<file path="config.mk">
export PLATFORM = sky130hd
export DESIGN_NAME = fetch_queue
export DESIGN_NICKNAME = d
export VERILOG_FILES = /design/src/rtl/fetch_queue.sv
export SDC_FILE = /design/constraint.sdc
export NUM_CORES = 1
export LEC_CHECK = 0
export ABC_AREA = 1
export CORE_MARGIN = 1
export CORE_UTILIZATION = 30
export CTS_BUF_LIST = sky130_fd_sc_hd__clkbuf_8
export CTS_CLUSTER_DIAMETER = 30
export DETAILED_ROUTE_END_ITERATION = 10
export GPL_TIMING_DRIVEN = 0
export SKIP_LAST_GASP = 1
export SYNTH_ARGS = -nofsm -noshare
export SYNTH_HDL_FRONTEND = slang
export SYNTH_SLANG_ARGS = --single-unit
</file>
<file path="constraint.sdc">
create_clock -name clk -period 4.1 [get_ports clk]
set_input_delay 0.82 -clock clk [delete_from_list [all_inputs] [get_ports clk]]
set_output_delay 0.82 -clock clk [all_outputs]
set_load 0.02 [all_outputs]
</file>
<file path="src/rtl/fetch_queue.sv">
// fetch_queue: instruction prefetch queue with credit-based memory requests,
// redirect flush and discard of in-flight responses.
module fetch_queue #(
    parameter int              XLEN     = 32,
    parameter int              DEPTH    = 4,
    parameter int              IMEM_AW  = 5,
    parameter logic [XLEN-1:0] RESET_PC = '0
) (
    input  logic                     clk,
    input  logic                     rst,
    input  logic                     en,
    input  logic                     redirect,
    input  logic [XLEN-1:0]          redirect_pc,
    output logic                     imem_req,
    output logic [IMEM_AW-1:0]       imem_addr,
    input  logic                     imem_gnt,
    input  logic                     imem_rvalid,
    input  logic [XLEN-1:0]          imem_rdata,
    output logic                     inst_valid,
    output logic [XLEN-1:0]          inst,
    output logic [XLEN-1:0]          inst_pc,
    input  logic                     inst_ready,
    output logic [$clog2(DEPTH):0]   count
);
    localparam int PW = $clog2(DEPTH);
    localparam int CW = PW + 1;

    logic [XLEN-1:0] fetch_pc_q, fetch_pc_d, rsp_pc_q, rsp_pc_d;
    logic [CW-1:0]   count_q, count_d, out_q, out_d, disc_q, disc_d;
    logic [PW-1:0]   rd_q, rd_d, wr_q, wr_d;
    logic [XLEN-1:0] data_q [DEPTH];
    logic [XLEN-1:0] pc_q   [DEPTH];
    logic [CW:0]     used;
    logic            gnt, rsp, push, pop;

    // Credits count both queued and in-flight entries, so a response can never find the queue full.
    assign used       = {1'b0, count_q} + {1'b0, out_q};
    assign imem_req   = rst && en && !redirect && (used < (CW+1)'(DEPTH));
    assign imem_addr  = fetch_pc_q[IMEM_AW+1:2];
    assign gnt        = imem_req && imem_gnt;
    assign rsp        = imem_rvalid && (out_q != '0);
    assign push       = rsp && (disc_q == '0) && !redirect;
    assign pop        = inst_valid && inst_ready && !redirect;
    assign inst_valid = count_q != '0;
    assign inst       = inst_valid ? data_q[rd_q] : '0;
    assign inst_pc    = inst_valid ? pc_q[rd_q] : '0;
    assign count      = count_q;

    always_comb begin
        fetch_pc_d = fetch_pc_q;
        rsp_pc_d   = rsp_pc_q;
        count_d    = count_q;
        out_d      = out_q;
        disc_d     = disc_q;
        rd_d       = rd_q;
        wr_d       = wr_q;
        if (redirect) begin
            fetch_pc_d = redirect_pc & ~XLEN'(3);
            rsp_pc_d   = redirect_pc & ~XLEN'(3);
            count_d    = '0;
            rd_d       = '0;
            wr_d       = '0;
            out_d      = out_q - CW'(rsp);
            disc_d     = out_q - CW'(rsp);
        end else begin
            fetch_pc_d = gnt ? fetch_pc_q + XLEN'(4) : fetch_pc_q;
            rsp_pc_d   = push ? rsp_pc_q + XLEN'(4) : rsp_pc_q;
            wr_d       = push ? wr_q + PW'(1) : wr_q;
            rd_d       = pop ? rd_q + PW'(1) : rd_q;
            count_d    = count_q + CW'(push) - CW'(pop);
            out_d      = out_q + CW'(gnt) - CW'(rsp);
            disc_d     = (rsp && disc_q != '0) ? disc_q - CW'(1) : disc_q;
        end
    end

    always_ff @(posedge clk or negedge rst) begin
        if (!rst) begin
            fetch_pc_q <= RESET_PC;
            rsp_pc_q   <= RESET_PC;
            count_q    <= '0;
            out_q      <= '0;
            disc_q     <= '0;
            rd_q       <= '0;
            wr_q       <= '0;
        end else begin
            fetch_pc_q <= fetch_pc_d;
            rsp_pc_q   <= rsp_pc_d;
            count_q    <= count_d;
            out_q      <= out_d;
            disc_q     <= disc_d;
            rd_q       <= rd_d;
            wr_q       <= wr_d;
        end
    end

    // Storage needs no reset: outputs are masked while the queue is empty.
    always_ff @(posedge clk) begin
        if (push) begin
            data_q[wr_q] <= imem_rdata;
            pc_q[wr_q]   <= rsp_pc_q;
        end
    end
endmodule

</file>
=== Yosys cells after proc, flatten, opt, wreduce, memory -nomap -nowiden ===
Memories as Yosys holds them, arrays and structs flattened.
Cells that the tools add are included.

* Bits in writable memories: 256
* Output and inout bits: 74
* Flip-flop bits (word level): 77
* Memories: 2

{| class="wikitable"
|+ Memories
! memory !! words !! width !! read ports !! clocked after Yosys merged registers in !! wr ports !! line !! text
|-
| data_q || 4 || 32 || 1 || 0 || 1 || 31 || <nowiki>logic [XLEN-1:0] data_q [DEPTH];</nowiki>
|-
| pc_q || 4 || 32 || 1 || 0 || 1 || 32 || <nowiki>logic [XLEN-1:0] pc_q [DEPTH];</nowiki>
|}

* $add $sub $neg: 11
* Reductions and logical operators: 19
* Magnitude comparators: 1
* Multiplexer cells: 16

{| class="wikitable"
|+ Operator list
! cell !! number
|-
| 2-to-1 mux 32 bit || 6
|-
| adder 32 x 3 -> 32 bit, second input constant || 2
|-
| 2-to-1 mux 3 bit || 4
|-
| logical AND 1 bit || 10
|-
| nonzero test 3 bit || 3
|-
| subtractor 3 x 1 -> 3 bit || 3
|-
| 2-to-1 mux 2 bit || 4
|-
| nonzero test 2 bit || 4
|-
| adder 3 x 1 -> 3 bit || 2
|-
| adder 2 x 1 -> 2 bit, second input constant || 2
|-
| adder 3 x 3 -> 4 bit || 1
|-
| < comparator 4 x 3 -> 1 bit, second input constant || 1
|-
| logical NOT 3 bit || 1
|-
| subtractor 3 x 1 -> 3 bit, second input constant || 1
|-
| 2-to-1 mux 1 bit || 2
|-
| logical NOT 1 bit || 1
|}

=== Longest topological paths before layout ===
Gate-level depths: netlist of run 1.

* Depth in word-level cells: 7
* Depth in mapped cells: 14
* Gate-level depth less buffers: 14

=== Worst setup path before layout of run 1 ===
OpenSTA, ideal clock, no wires.

* Kind: input -> register
* Start: input port redirect
* End: memory data_q[0][0], enable pin
* Data required time: 3.618 ns
* Stages on the path: 4
* Path slack: -0.228 ns
* Arrival: 3.846 ns
* Cell sequence: buf_2 nor2_2 inv_1 nor2_1

* Longest elaborated chain between the ends: 4

{| class="wikitable"
|+ RTL lines
! what !! line !! text
|-
| start: declaration || 12 || <nowiki>input logic redirect,</nowiki>
|-
| logical NOT 1 bit || 42 || <nowiki>assign push = rsp && (disc_q == '0) && !redirect;</nowiki>
|-
| logical AND 1 bit || 42 ||
|-
| 2-to-1 mux 1 bit || 98 || <nowiki>if (push) begin</nowiki>
|-
| 2-to-1 mux 1 bit (implied by the code) || 99 || <nowiki>data_q[wr_q] <= imem_rdata;</nowiki>
|-
| end: declaration || 31 ||
|}

Every way passes these cells.

=== Worst setup path after layout of run 1 ===
* Start: register count_q[1] (netlist: count[1])
* End: output port inst_pc[15]

* Longest elaborated chain between the ends: 2

{| class="wikitable"
|+ RTL lines
! what !! line !! text
|-
| start: declaration || 29 || <nowiki>logic [CW-1:0] count_q, count_d, out_q, out_d, disc_q, disc_d;</nowiki>
|-
| start signal: assignment || 88 || <nowiki>count_q <= count_d;</nowiki>
|-
| nonzero test 3 bit || 44 || <nowiki>assign inst_valid = count_q != '0;</nowiki>
|-
| 2-to-1 mux 32 bit || 46 || <nowiki>assign inst_pc = inst_valid ? pc_q[rd_q] : '0;</nowiki>
|-
| end: declaration || 21 || <nowiki>output logic [XLEN-1:0] inst_pc,</nowiki>
|}

Every way passes these cells.

==> results of run 1 <==
## sequential cells by signal, summed over array words and instances (netlist names)
name,cells
count,3
data_q,128
disc_q,3
fetch_pc_q,5
out_q,3
pc_q,120
rd_q,2
rsp_pc_q,30
wr_q,2
## area by class of cell
type                            instances  area (um2)  area share, %
Multi-Input combinational cell        828        3880          23.25
Sequential cell                       296        8648          51.82
Tap cell                              585       732.0          4.386
Inverter                               68       255.2          1.529
Clock inverter                         52       435.4          2.609
Buffer                                 62       296.5          1.777
Timing Repair Buffer                  148        1574          9.432
Clock buffer                           63       867.1          5.196
## report_power, final
part	leakage [nW]	switching, mW	internal [mW]
Clock	0.668	1.37	1.84
Sequential	2.83	0.266	3.53
Combinational	2.67	2.17	1.28
## cells by family after synthesis
family          Yosys count  synth area share (%)
fa+ha+maj                18                 1.842
xor+xnor                  7                0.4701
compound gates          237                 9.220
simple gates            564                 17.93
other cells               1               0.02875
buf+inv                 130                 4.193
flops                   296                 66.31
## worst min-delay path by stage
stage                    end          from  cells after the start  slack, ps
3_3_place_gp       disc_q[1]     disc_q[1]                      2        560
2_1_floorplan    pc_q[0][31]  rsp_pc_q[31]                      0        500
6_report       fetch_pc_q[2]           rst                      1        190
5_1_grt        fetch_pc_q[2]           rst                      1        200
3_5_place_dp       disc_q[1]     disc_q[1]                      2        560
4_1_cts        fetch_pc_q[2]           rst                      1        170
## per-layer routing
layer	track usage, %	wire [um]
met5	0	0
met4	4.723	592
met3	2.920	2024
met2	27.12	17100
met1	21.25	15810
## worst max-delay path: stages (launching register included)
cell and delay [ps]:
dfrtp_1 440, or2_1 300, nor2_4 440, clkbuf_1 490
a21oi_1 150, clkdlybuf4s50_1 640
## placed cells by master, fill, tap and decap left out, types with 4 or more instances in the layout
master	synthesis	layout
nand4_1	5	5
clkbuf_2	0	4
nand2_2	6	6
clkinv_4	0	6
clkinv_2	0	9
bufinv_16	0	6
buf_12	0	8
clkbuf_8	0	63
inv_1	64	74
clkinvlp_4	0	11
nand3_1	56	56
clkdlybuf4s50_1	0	138
clkbuf_1	29	25
buf_2	26	27
nor2_2	8	8
or2_2	4	4
o21ai_0	153	153
clkinv_1	0	10
inv_2	4	4
a21oi_1	71	71
ha_1	16	16
nand2_1	155	155
edfxtp_1	248	248
nor2_4	6	10
o21ai_1	5	5
nor2_1	313	309
dfrtp_1	48	48
buf_4	5	5
xor2_1	4	4
## timing repair
action / CTS / global route
gates resized for setup: 1 / 6
endpoints found under the hold margin: 0 / 0
endpoints found under the setup margin: 1 / 9
==> flow_metrics.py, run 1 <==
metrics = {
    "setup_path": {
        "setup.worst_path.end_class": "primary output",
        "worstPathArrival_ps": 3100,
        "rr_endpoint": "data_q[0][9]",
        "crit_type": "reg -> out",
        "cp_max_fo": 10,
        "r2r_cells": 10,
        "reg2reg_from": "disc_q[0]",
        "cp-startpoint": "count[1]",
        "cp-endpoint": "inst_pc[15]",
        "worstSetupStartpointType": "flop",
        "r2r_slack_ps": 1020,
        "required_ps": 3280,
    },
    "cells_and_area": {
        "final_layout_size_suffix_gt1_share_pct": 11.73,
        "fin_area_um2": 16690,
        "insertedDiodeCount": 0,
        "fill_cells": 4231,
        "area_delta_synth_final_pct": 27.97,
        "instances_no_fill": 2102,
        "utilization_pct": 38.83,
        "layout.nets": 1554,
    },
    "synth": {
        "netlist_instances": 1253,
        "ys_top_cells_by_count": "nor2_1, edfxtp_1, nand2_1",
        "syn-cell-area_um2": 13040,
        "synth_area_leaders": "edfxtp_1, dfrtp_1, nor2_1",
        "yosys.area.top_type": "edfxtp_1",
        "synth_flop_cell": "edfxtp_1",
        "yosysSeqAreaShare_pct": 66.31,
        "yosys_warnings": 0,
        "syn_area_per_cell_um2": 10.41,
        "synth-seq-cells": 296,
        "async_flop_share_pct": 16.22,
        "synth_top_area_share_pct": 57.10,
        "synth_edf_count": 248,
        "synth.most_common_cell": "nor2_1",
        "synthDistinctLibCells": 36,
    },
    "die": {
        "start_util_pct": 30.34,
        "die-width_um": 210.5,
        "ios": 145,
        "die_y_um": 210.5,
        "die_area_um2": 44310,
        "coreArea_um2": 42980,
        "rows": 76,
    },
    "sta": {
        "worst_pin_slew_ps": 704.1,
        "holdWs_ps": 191.1,
        "rsz0062_at_grt": "false",
        "fin_crit_ps": 3921,
        "skew_ps": 23.32,
        "tns_ps": 0,
        "postLayoutSetupSlackWorst_ps": 178.8,
        "slew_viol_final": 0,
        "setup_violations": 0,
        "finalCritPeriodShare_pct": 95.64,
        "max_freq_mhz": 255.0,
        "max_slew_margin_pct": 52.95,
        "hold_viol_final": 0,
    },
    "worst_hold_path": {
        "min_path_type": "in -> async",
    },
    "clock_network": {
        "cts_tree": "done",
        "postCtsHoldBufs": 0,
        "post-cts-setup-buffer-count": 0,
        "cts.path.max_buffers": 3,
        "insertion_delay_ps": 610,
        "htreeDepth": 2,
        "numCtsBuffers": 61,
        "clk_pin_slew_ps": 60,
        "cts-root-buf": "clkbuf_8",
        "clock_sinks": 296,
    },
    "placed_design": {
        "hpwl_um": 23520,
        "port_buffers": 139,
        "post-place-ws_ps": 288.2,
        "postPlaceCellArea_um2": 15380,
        "dp.cells": 1987,
        "globalplace.congestion": 0.8509,
    },
    "drt": {
        "first_pass_iters": 10,
        "wl_per_cell_um": 16.90,
        "drt_wl_total_um": 35520,
        "drc_errors": 1,
        "drtIter0Drc": 710,
        "vias_per_cell": 4.576,
        "vias": 9618,
        "ant_nets": 0,
    },
    "global_route": {
        "grt_use_total_pct": 16.14,
        "grt_max_degree": 29,
        "overflow": 0,
        "grt_pass1_wl_um": 54230,
        "grt_pass1_vias": 9446,
        "antenna_found_initial": 0,
    },
    "power": {
        "power.density_nw_per_um2": 626.2,
        "p_leak_nw": 6.163,
        "peakVddDrop_mv": 0.4065,
        "p_total_mw": 10.45,
    },
    "job": {
        "maxCapViolations": 0,
    },
    "outcome": {
        "outcome": "complete, but fails checks",
        "violations": "DRC",
    },
}
No activity file was read; power rests on OpenSTA's default activity.
==> run 2: changes to the inputs <==
--- a/config.mk
+++ b/config.mk
@@ -7,11 +7,12 @@
 export LEC_CHECK = 0
 export ABC_AREA = 1
 export CORE_MARGIN = 1
-export CORE_UTILIZATION = 30
+export CORE_UTILIZATION = 55
 export CTS_BUF_LIST = sky130_fd_sc_hd__clkbuf_8
 export CTS_CLUSTER_DIAMETER = 30
 export DETAILED_ROUTE_END_ITERATION = 10
 export GPL_TIMING_DRIVEN = 0
+export PLACE_DENSITY = 0.78
 export SKIP_LAST_GASP = 1
 export SYNTH_ARGS = -nofsm -noshare
 export SYNTH_HDL_FRONTEND = slang
==> constraint.sdc (replaced) <==
create_clock -name clk -period 4.2 [get_ports clk]
set_input_delay 0.84 -clock clk [delete_from_list [all_inputs] [get_ports clk]]
set_output_delay 0.84 -clock clk [all_outputs]
set_load 0.02 [all_outputs]
==> run 2 against run 1 <==
The run now ends clean; final cell count decreased by 14%; clock-buffer cell count decreased by 6; sequential share of layout area increased by 1.6 points; clock skew decreased by 1.1 ps; wire length decreased by 8.9%; flip-flop and latch count unchanged; register-to-register slack improved by 270 ps; non-clock buffer count unchanged; utilization increased by 32 points; setup slack improved by 100 ps; sequential power decreased by 3%; combinational power decreased by 5%; critical endpoint is now inst_pc[19]; largest power group unchanged.
==> flow_metrics.py, run 2 (synthesized netlist as in run 1, its figures left out) <==
metrics = {
    "die": {
        "start_util_pct": 56.91,
        "rows": 55,
        "ios": 145,
        "coreArea_um2": 22920,
        "die-width_um": 156.0,
        "die_y_um": 156.0,
        "die_area_um2": 24330,
    },
    "setup_path": {
        "required_ps": 3360,
        "cp_max_fo": 10,
        "worstPathArrival_ps": 3080,
        "crit_type": "reg -> out",
        "setup.worst_path.end_class": "primary output",
        "worstSetupStartpointType": "flop",
    },
    "clock_network": {
        "htreeDepth": 2,
        "post-cts-setup-buffer-count": 0,
        "clk_pin_slew_ps": 60,
        "numCtsBuffers": 54,
        "postCtsHoldBufs": 0,
        "ctsResizeCount": 0,
        "cts-root-buf": "clkbuf_8",
        "cts_tree": "done",
        "clock_sinks": 296,
        "insertion_delay_ps": 590,
        "cts.path.max_buffers": 3,
    },
    "drt": {
        "vias": 9980,
        "ant_nets": 0,
        "drtIter0Drc": 849,
        "drc_errors": 0,
        "wl_per_cell_um": 17.84,
        "drt_wl_total_um": 32360,
        "first_pass_iters": 6,
        "vias_per_cell": 5.502,
    },
    "sta": {
        "max_slew_margin_pct": 40.44,
        "slew_viol_final": 0,
        "max_freq_mhz": 255.3,
        "setup_violations": 0,
        "skew_ps": 22.17,
        "finalCritPeriodShare_pct": 93.28,
        "postLayoutSetupSlackWorst_ps": 282.4,
        "fin_crit_ps": 3918,
        "hold_viol_final": 0,
        "rsz0062_at_grt": "false",
        "worst_pin_slew_ps": 891.3,
    },
    "outcome": {
        "outcome": "finished clean",
    },
    "global_route": {
        "overflow": 0,
        "grt_max_degree": 35,
        "antenna_found_initial": 0,
        "grt_use_total_pct": 26.94,
        "grt_pass1_wl_um": 50250,
        "grt_pass1_vias": 9809,
    },
    "cells_and_area": {
        "largest_register": "data_q",
        "final_layout_size_suffix_gt1_share_pct": 10.79,
        "largest_register_ffs": 128,
        "layout.nets": 1547,
        "instances_no_fill": 1814,
        "mostFrequentLayoutCell": "nor2_1",
        "area_delta_synth_final_pct": 24.09,
        "fin_area_um2": 16180,
        "top_regs": "data_q: 128 flops, pc_q: 120 flops, rsp_pc_q: 30 flops",
        "insertedDiodeCount": 0,
        "layout_common_cells": "nor2_1, edfxtp_1, nand2_1, o21ai_0, clkdlybuf4s50_1",
        "fill_cells": 1631,
    },
    "job": {
        "maxCapViolations": 0,
    },
    "power": {
        "power.density_nw_per_um2": 604.0,
        "peakVddDrop_mv": 0.4314,
        "p_leak_nw": 6.095,
    },
    "placed_design": {
        "postPlaceCellArea_um2": 15060,
        "dp.cells": 1715,
        "port_buffers": 139,
        "hpwl_um": 21130,
        "globalplace.congestion": 0.9243,
        "post-place-ws_ps": 521.2,
    },
    "worst_hold_path": {
        "min_path_type": "in -> async",
    },
}
run 2: layout make-up:
type / count / area (um2) / share of cell area [%]
plain buffers: 62 / 291.5 / 1.801
clock buffers: 57 / 784.5 / 4.848
clock inverters: 42 / 342.8 / 2.118
inverters: 68 / 255.2 / 1.577
multi-input cells: 828 / 3880 / 23.98
flip-flops and latches: 296 / 8648 / 53.44
well taps: 313 / 391.6 / 2.420
repair buffers: 148 / 1589 / 9.819
run 2: report_power, final:
group	switching [mW]	internal, mW
Combinational	2.03	1.24
Clock	1.21	1.58
Sequential	0.259	3.45
run 2: critical path, stage by stage, from the launching register on:
cell             delay (ps)
dfrtp_1                 360
buf_2                   200
inv_2                   180
buf_4                   230
clkbuf_1                390
o21ai_0                 190
a21oi_1                 280
clkdlybuf4s50_1         660
run 2: per-layer routing:
layer  vias to the layer above  track usage, %  share of wire (%)
met3                        59           3.583                7.3
li1                       4688               -                  -
met4                         0           10.97                2.3
met2                       454           44.62                 49
met1                      4779           36.14                 41
met5                         -               0                  0
run 2: metrics by stage:
step	total power, mW	util (%)	setup TNS (ps)	hold WS [ps]
after global routing	10.25	70.62	0	208.4
after floorplan	5.514	-	-36620	496.2
after CTS	9.810	70.62	0	183.8
final	9.774	70.62	0	195.4
after global placement	6.931	64.71	-650080	543.3
after detailed placement	7.028	65.70	0	573.6
run 2: final timing paths:
check / start / endpoint / slack, ps / depth (start not counted)
worst max-delay path: rd_q[0] / inst_pc[19] / 280 / 7
min in group clk: disc_q[1] / disc_q[1] / 580 / 2
max in group asynchronous: rst / rsp_pc_q[16] / 3470 / 2
worst max register to register: disc_q[0] / data_q[3][12] / 1290 / 10
worst min register to register: disc_q[1] / disc_q[1] / 580 / 2
worst min-delay path: rst / fetch_pc_q[6] / 200 / 1
==> run 3: changes to the inputs <==
--- a/config.mk
+++ b/config.mk
@@ -9,7 +9,6 @@
 export CORE_MARGIN = 1
 export CORE_UTILIZATION = 55
 export CTS_BUF_LIST = sky130_fd_sc_hd__clkbuf_8
-export CTS_CLUSTER_DIAMETER = 30
 export DETAILED_ROUTE_END_ITERATION = 10
 export GPL_TIMING_DRIVEN = 0
 export PLACE_DENSITY = 0.78
==> run 3 against run 2 <==
Die area unchanged; clock skew up 8.1 ps; sequential power about the same; largest cell class unchanged; critical endpoint unchanged; setup slack better by 24 ps.
==> flow_metrics.py, run 3 (synthesized netlist as in run 1, its figures left out) <==
metrics = {
    "die": {
        "die-width_um": 156.0,
        "rows": 55,
        "die_y_um": 156.0,
        "ios": 145,
        "coreArea_um2": 22920,
        "start_util_pct": 56.91,
        "die_area_um2": 24330,
    },
    "sta": {
        "hold_viol_final": 0,
        "tns_ps": 0,
        "finalCritPeriodShare_pct": 92.70,
        "rsz0062_at_grt": "false",
        "setup_violations": 0,
        "max_slew_margin_pct": 39.85,
        "fin_crit_ps": 3893,
        "worst_pin_slew_ps": 900.1,
        "slew_viol_final": 0,
        "skew_ps": 30.24,
        "max_freq_mhz": 256.9,
        "postLayoutSetupSlackWorst_ps": 306.8,
    },
    "global_route": {
        "antenna_found_initial": 0,
        "grt_max_degree": 35,
        "grt_pass1_vias": 9624,
        "grt_use_total_pct": 26.72,
        "overflow": 0,
        "grt_pass1_wl_um": 49710,
    },
    "drt": {
        "vias_per_cell": 5.556,
        "first_pass_iters": 6,
        "ant_nets": 0,
        "drc_errors": 0,
        "wl_per_cell_um": 17.86,
        "drtIter0Drc": 925,
        "drt_wl_total_um": 32160,
        "vias": 10010,
    },
    "cells_and_area": {
        "largest_register_ffs": 128,
        "fill_cells": 1669,
        "top_regs": "data_q: 128 flops, pc_q: 120 flops, rsp_pc_q: 30 flops",
        "insertedDiodeCount": 0,
        "mostFrequentLayoutCell": "nor2_1",
        "layout_common_cells": "nor2_1, edfxtp_1, nand2_1, o21ai_0, clkdlybuf4s50_1",
        "largest_register": "data_q",
        "area_delta_synth_final_pct": 23.10,
        "final_layout_size_suffix_gt1_share_pct": 9.677,
        "instances_no_fill": 1801,
        "layout.nets": 1540,
    },
    "power": {
        "p_comb_share_pct": 34.3,
        "seqPwrFrac_pct": 38.7,
        "p_sw_share_pct": 35.59,
        "intPower_mw": 6.152,
        "p_leak_nw": 6.033,
        "peakVddDrop_mv": 0.3158,
        "p_total_mw": 9.551,
        "power.density_nw_per_um2": 594.9,
        "p_switching_mw": 3.399,
        "clock_power_share_pct": 27.0,
    },
    "placed_design": {
        "hpwl_um": 21130,
        "dp.cells": 1715,
        "port_buffers": 139,
        "globalplace.congestion": 0.9243,
        "post-place-ws_ps": 521.2,
    },
    "clock_network": {
        "cts-root-buf": "clkbuf_8",
        "clk_pin_slew_ps": 70,
        "htreeDepth": 2,
        "ctsResizeCount": 0,
        "numCtsBuffers": 47,
        "cts_tree": "done",
        "insertion_delay_ps": 570,
        "clock_sinks": 296,
        "post-cts-setup-buffer-count": 0,
        "cts.path.max_buffers": 3,
        "postCtsHoldBufs": 0,
    },
    "setup_path": {
        "worstSetupStartpointType": "flop",
        "r2r_slack_ps": 1220,
        "rr_endpoint": "data_q[3][0]",
        "reg2reg_from": "disc_q[0]",
        "cp_max_fo": 10,
        "r2r_cells": 10,
        "setup.worst_path.end_class": "primary output",
        "worstPathArrival_ps": 3050,
        "required_ps": 3360,
        "crit_type": "reg -> out",
    },
    "job": {
        "maxCapViolations": 0,
    },
    "worst_hold_path": {
        "min_path_type": "in -> async",
    },
    "outcome": {
        "outcome": "finished clean",
    },
}
run 3: layout make-up:
class	count	area [um2]	area share, %
Clock inverter	33	269.0	1.676
Clock buffer	53	729.5	4.544
Sequential cell	296	8648	53.87
Multi-Input combinational cell	828	3880	24.17
Buffer	62	291.5	1.816
Tap cell	313	391.6	2.439
Inverter	68	255.2	1.590
Timing Repair Buffer	148	1589	9.898
run 3: how the worst max path moves through the flow:
stage | end | from | slack, ps
after global placement | data_q[0][9] | imem_rvalid | -2730
after global routing | inst_pc[19] | rd_q[0] | 190
after floorplan | data_q[0][0] | redirect | -150
final | inst_pc[19] | rd_q[0] | 310
after detailed placement | out_q[2] | rst | 520
after CTS | inst_pc[19] | rd_q[0] | 290
run 3: worst max-delay path, stage by stage, from the launching register on:
cell,delay [ps]
dfrtp_1,360
buf_2,200
inv_2,180
buf_4,230
clkbuf_1,380
o21ai_0,190
a21oi_1,290
clkdlybuf4s50_1,660
run 3: metrics by stage:
| step | utilization [%] | hold slack (ps) | instance area (um2) |
|---|---|---|---|
| 5_1_grt | 70.06 | 213.9 | 16050 |
| 2_1_floorplan | - | 496.2 | 13050 |
| 6_report | 70.06 | 197.5 | 16050 |
| 3_5_place_dp | 65.70 | 573.6 | 15060 |
| 3_3_place_gp | 64.71 | 543.3 | 14830 |
| 4_1_cts | 70.06 | 192.9 | 16050 |
run 3: per-layer routing:
| metal | track usage (%) | wire (um) | vias to the layer above |
|---|---|---|---|
| met3 | 4.139 | 2515 | 66 |
| met2 | 44.83 | 15620 | 464 |
| met5 | 0 | 0 | - |
| met4 | 9.244 | 724 | 0 |
| met1 | 35.59 | 13300 | 4816 |
| li1 | - | - | 4661 |
run 3: power groups by stage:
stage                     Combinational [mW]  Sequential (mW)  Clock (mW)
final                                   3.27             3.70        2.58
after global routing                    3.55             3.73        2.73
after CTS                               3.30             3.69        2.60
after detailed placement                3.28             3.75           0
after global placement                  3.19             3.74           0
after floorplan                         1.82             3.69           0
==> RTL change 1, RTL diff (config.mk and constraints of run 2) <==
`DEPTH`: 4 -> 8.
--- a/src/rtl/fetch_queue.sv
+++ b/src/rtl/fetch_queue.sv
@@ -2,7 +2,7 @@
 // redirect flush and discard of in-flight responses.
 module fetch_queue #(
     parameter int              XLEN     = 32,
-    parameter int              DEPTH    = 4,
+    parameter int              DEPTH    = 8,
     parameter int              IMEM_AW  = 5,
     parameter logic [XLEN-1:0] RESET_PC = '0
 ) (
Interface: changed (resized count); port bits go from 145 to 146. The function was not compared with the original's and may differ.
==> RTL change 1 against run 2 <==
- routed wire length grew 80%
- highest routed layer unchanged
- synthesized area grew 77%
- maximum frequency shrank 6.7%
- via count grew 63%
- register-to-register slack lost 0.07 ns
- core utilization shrank 2.5 points
- largest power group unchanged
- total power grew 68%
- setup slack lost 0.28 ns
- die area grew 76%
- sequential share of layout area grew 4.3 points
- sequential cell count grew 253
- cell area grew 74%
- combinational power grew 47%
==> RTL change 1: results (changes against run 2) <==
[drt]
route.met2.wl_um=28500  ; +80%
drtIter0Drc=1855  ; +120%
routedWlPerCell_um=20.6  ; +15%
vias=16300  ; +63%
drt-met1-wl_um=22800  ; +70%

[timing]
tightest_slew_ns=0.725  ; -0.167 ns
finalClockSkew_ns=0.0503  ; +0.0282 ns

[placed_design]
dp.cells=2643  ; +54%
dpl_worst_slack_ns=0.602  ; +0.0810 ns
io_buffers=140  ; +0.72%
gp_congestion=0.891  ; -3.6%
hpwl_um=38800  ; +83%
dpl_cell_area_um2=26000  ; +73%

[pwr]
p_sw_mw=5.45  ; +56%
leakage_nw=10.0  ; +65%

[finish]
nNonClkBuffers=281  ; +34%
bufAreaShareNonClock_pct=9.72  ; -1.9 points
multi_input_cells=1223  ; +48%
multi_input_area_share_pct=22.0  ; -2.0 points
clkbuf_count=108  ; +89%
final-clk-cell-share_pct=7.36  ; +0.40 points
sh_seq_area_pct=57.8  ; +4.3 points
num-nets-final=2310  ; +49%
reg_top3=data_q x256, pc_q x240, rsp_pc_q x30

[logic_synthesis]
async_flop_share_pct=9.65  ; -6.6 points
synth_compound_area_share_pct=9.64  ; +0.42 points
synth_xor_area_share_pct=0.530  ; +0.060 points
ys_ff_latch=549  ; +85%
yosys-top-cells-count=edfxtp_1, nor2_1, o21ai_0
syn_inst=1939  ; +55%
seq_area_frac_synth_pct=70.1  ; +3.8 points
synth_mux_area_share_pct=2.68  ; +2.7 points

[global_route]
use_met1_pct=35.4  ; -0.72 points
grt_pass1_wl_um=90200  ; +79%
gr-usage-met2_pct=45.5  ; +0.90 points
met3_usage_pct=5.26  ; +1.7 points

[clocking]
clk_latency_ns=0.68  ; +0.09 ns
htree_levels=3  ; +1
cts_buffers=102  ; +89%
ctsResizeCount=1  ; +1

[critical_path]
startpoint=count[2]
timing.rr.start=out_q[2]
cp.arrival_ns=3.36  ; +0.28 ns

[outcome]
status=complete, no violations

==> RTL change 1: power groups by stage <==
stage               clock, mW  sequential [mW]  combinational, mW
global route             5.42             6.48               5.22
global placement            0             6.55               4.63
finish                   5.12             6.46               4.82
floorplan                   0             6.49               2.84
CTS                      5.15             6.45               4.80
detailed placement          0             6.56               4.76
==> RTL change 1: worst paths after layout <==
kind	to	slack (ns)	cells past startpoint
worst max register to register	pc_q[4][27]	1.22	13
min in group clk	fetch_pc_q[6]	0.58	2
worst min-delay path	rd_q[0]	0.25	1
worst min register to register	fetch_pc_q[6]	0.58	2
max in group asynchronous	rsp_pc_q[30]	3.33	2
worst max-delay path	inst_pc[23]	0.0004	8
==> RTL change 1: metrics by stage <==
stage	total power, mW	util [%]	TNS (ns)
finish	16.4	68.2	0
CTS	16.4	68.1	0
global placement	11.2	61.3	-880.88
detailed placement	11.3	63.1	0
floorplan	9.33	-	-28.02
global route	17.1	68.2	-0.464
==> RTL change 2, RTL diff (config.mk and constraints of run 2) <==
Made on the original files. Register the output `count` once more, without a reset; this adds one clock of latency there. The other outputs are not delayed to match.
--- a/src/rtl/fetch_queue.sv
+++ b/src/rtl/fetch_queue.sv
@@ -44,7 +44,9 @@
     assign inst_valid = count_q != '0;
     assign inst       = inst_valid ? data_q[rd_q] : '0;
     assign inst_pc    = inst_valid ? pc_q[rd_q] : '0;
-    assign count      = count_q;
+    always_ff @(posedge clk) begin
+        count <= count_q;
+    end
 
     always_comb begin
         fetch_pc_d = fetch_pc_q;
Formal check against the unedited RTL: not equivalent (a bounded check fails within 4 cycles, from zero or initial values and one cycle with rst low).
==> RTL change 2 against run 2 <==
- routed wire length fell by 2.8%
- synthesized cell count down 2.4%
- total power is essentially flat
- cell area down 0.29%
- core utilization decreased by 0.21 points
- setup slack better by 0.15 ns
- die area decreased by 0.33%
- via count down 2.7%
- register-to-register slack better by 0.04 ns
- sequential share of layout area rose by 0.53 points
- synthesized area is 0.34% lower
- sequential cell count rose by 3
- worst hold slack improved by 0.013 ns
- largest power group unchanged
==> RTL change 2: results (changes against run 2) <==
[finish]
diodes=0  ; unchanged
n_fill_cell=1601  ; -1.8%
reg_top3=data_q x128, pc_q x120, rsp_pc_q x30
drive_above_1_share_pct=9.79  ; -1.0 points
num-nets-final=1519  ; -1.8%

[drt]
antenna_left=0  ; unchanged
drt_first_pass_iters=6  ; unchanged
vias=9713  ; -2.7%
drtIter0Drc=727  ; -14%
routedWlPerCell_um=17.6  ; -1.2%
routed_wl_um=31500  ; -2.8%

[placed_design]
io_buffers=140  ; +0.72%
dp.cells=1686  ; -1.7%
hpwl_um=20500  ; -2.8%
gp_congestion=0.904  ; -2.2%
dpl_worst_slack_ns=0.524  ; +0.00322 ns

[logic_synthesis]
async_flop_share_pct=16.1  ; -0.16 points
syn_inst=1223  ; -2.4%
synth_edf_count=248  ; unchanged
yosys-top-cells-count=nor2_1, edfxtp_1, nand2_1
synth.distinct_cells=40  ; +11%
seq_area_frac_synth_pct=67.0  ; +0.69 points
synthTopCellsByArea=edfxtp_1, dfrtp_1, nor2_1

[pwr]
leakage_nw=6.07  ; -0.46%
p_sw_mw=3.46  ; -1.1%
ir_worst_vdd_mv=0.319  ; -26%

[global_route]
grt_pass1_vias=9566  ; -2.5%
grt_max_degree=33  ; -5.7%
grt_pass1_wl_um=49000  ; -2.4%
antenna_found_initial=0  ; unchanged
grt_use_total_pct=26.5  ; -0.40 points

[timing]
finalClockSkew_ns=0.0235  ; +0.00131 ns
whs_ns=0.208  ; +0.0127 ns
tightest_slew_ns=0.976  ; +0.0845 ns
fmaxAchievable_ghz=0.265  ; +4.0%

[clocking]
clk_latency_ns=0.58
htree_levels=2  ; unchanged
cts_buffers=55  ; +1.9%
cts-root-buf=clkbuf_8
ctsResizeCount=0  ; unchanged
cts_buffer_depth=3  ; unchanged
cts_setup_buffers=0  ; unchanged
clkTransAtPathRegs_ns=0.06  ; about the same

[critical_path]
slowest_delay_ns=0.66  ; about the same
cp_top_family=buffers and inverters
crit_fanout=10  ; unchanged
critPathSlowestCell=clkdlybuf4s50_1
cp.arrival_ns=2.93  ; -0.15 ns
rrSetupSlack_ns=1.33  ; +0.04 ns

[min_path]
min_path_type=in2async

[outcome]
status=complete, no violations

-- RTL change 2: cell types whose count changed in the layout (fill, tap and decap cells not counted), moves of 7 or more --
cell	before	now
buf_1	1	8
nand2_1	155	171
o21ai_0	153	143
nand3_1	56	49
nor2_1	309	299
inv_1	73	60
clkbuf_1	29	22
-- RTL change 2: stage by stage --
step           cell area (µm²)  util, %
6_report                 16100     70.4
5_1_grt                  16100     70.4
4_1_cts                  16100     70.4
3_5_place_dp             15000     65.6
3_3_place_gp             14800     64.6
2_1_floorplan            13000        -
-- RTL change 2: worst reg2reg max path, delay by kind of cell (launching register included) --
kind	cells	cell delay (ns)
and+or+nand+nor	3	1.15
buffers and inverters	5	0.89
DFF	1	0.37
adders and majority gates	1	0.15
-- RTL change 2: layer usage --
metal | vias to the layer above | GRT usage, % | share of wire, %
li1 | 4599 | - | -
met1 | 4604 | 34.1 | 40
met2 | 430 | 45.1 | 49
met3 | 80 | 4.61 | 7.8
met4 | 0 | 10.6 | 2.8
met5 | - | 0 | 0
-- RTL change 2: kinds of logic after synthesis --
logic type / after synthesis / share of synthesized area, %
simple gates: 552 / 17.5
flops: 299 / 67.0
compound gates: 230 / 9.08
buf+inv: 110 / 3.70
fa+ha+maj: 18 / 1.85
xor+xnor: 13 / 0.876
other cells: 1 / 0.0289
-- RTL change 2: cell type report --
cell class	instances	area (µm²)	share of cell area, %
inverter	49	185	1.15
timing repair buffer	149	1610	9.96
buffer	61	295	1.83
clock buffer	60	826	5.12
sequential	299	8710	54.0
clock inverter	38	280	1.74
tap	313	392	2.43
multi-input combinational	815	3840	23.8
-- RTL change 2: worst paths after layout --
check,start,to,depth (start not counted)
setup / recovery,rd_q[0],inst_pc[6],7
hold / removal,rst,wr_q[0],1
setup reg to reg,disc_q[0],data_q[3][9],9
hold reg to reg,count_q[2],count[2],0
max in group asynchronous,rst,out_q[0],2
min in group clk,count_q[2],count[2],0
-- RTL change 2: power groups by stage --
stage	Combinational (mW)	Clock (mW)	Sequential [mW]
floorplan	1.85	0	3.70
global placement	3.23	0	3.75
detailed placement	3.31	0	3.76
CTS	3.32	2.76	3.70
global route	3.61	2.90	3.73
finish	3.32	2.74	3.71
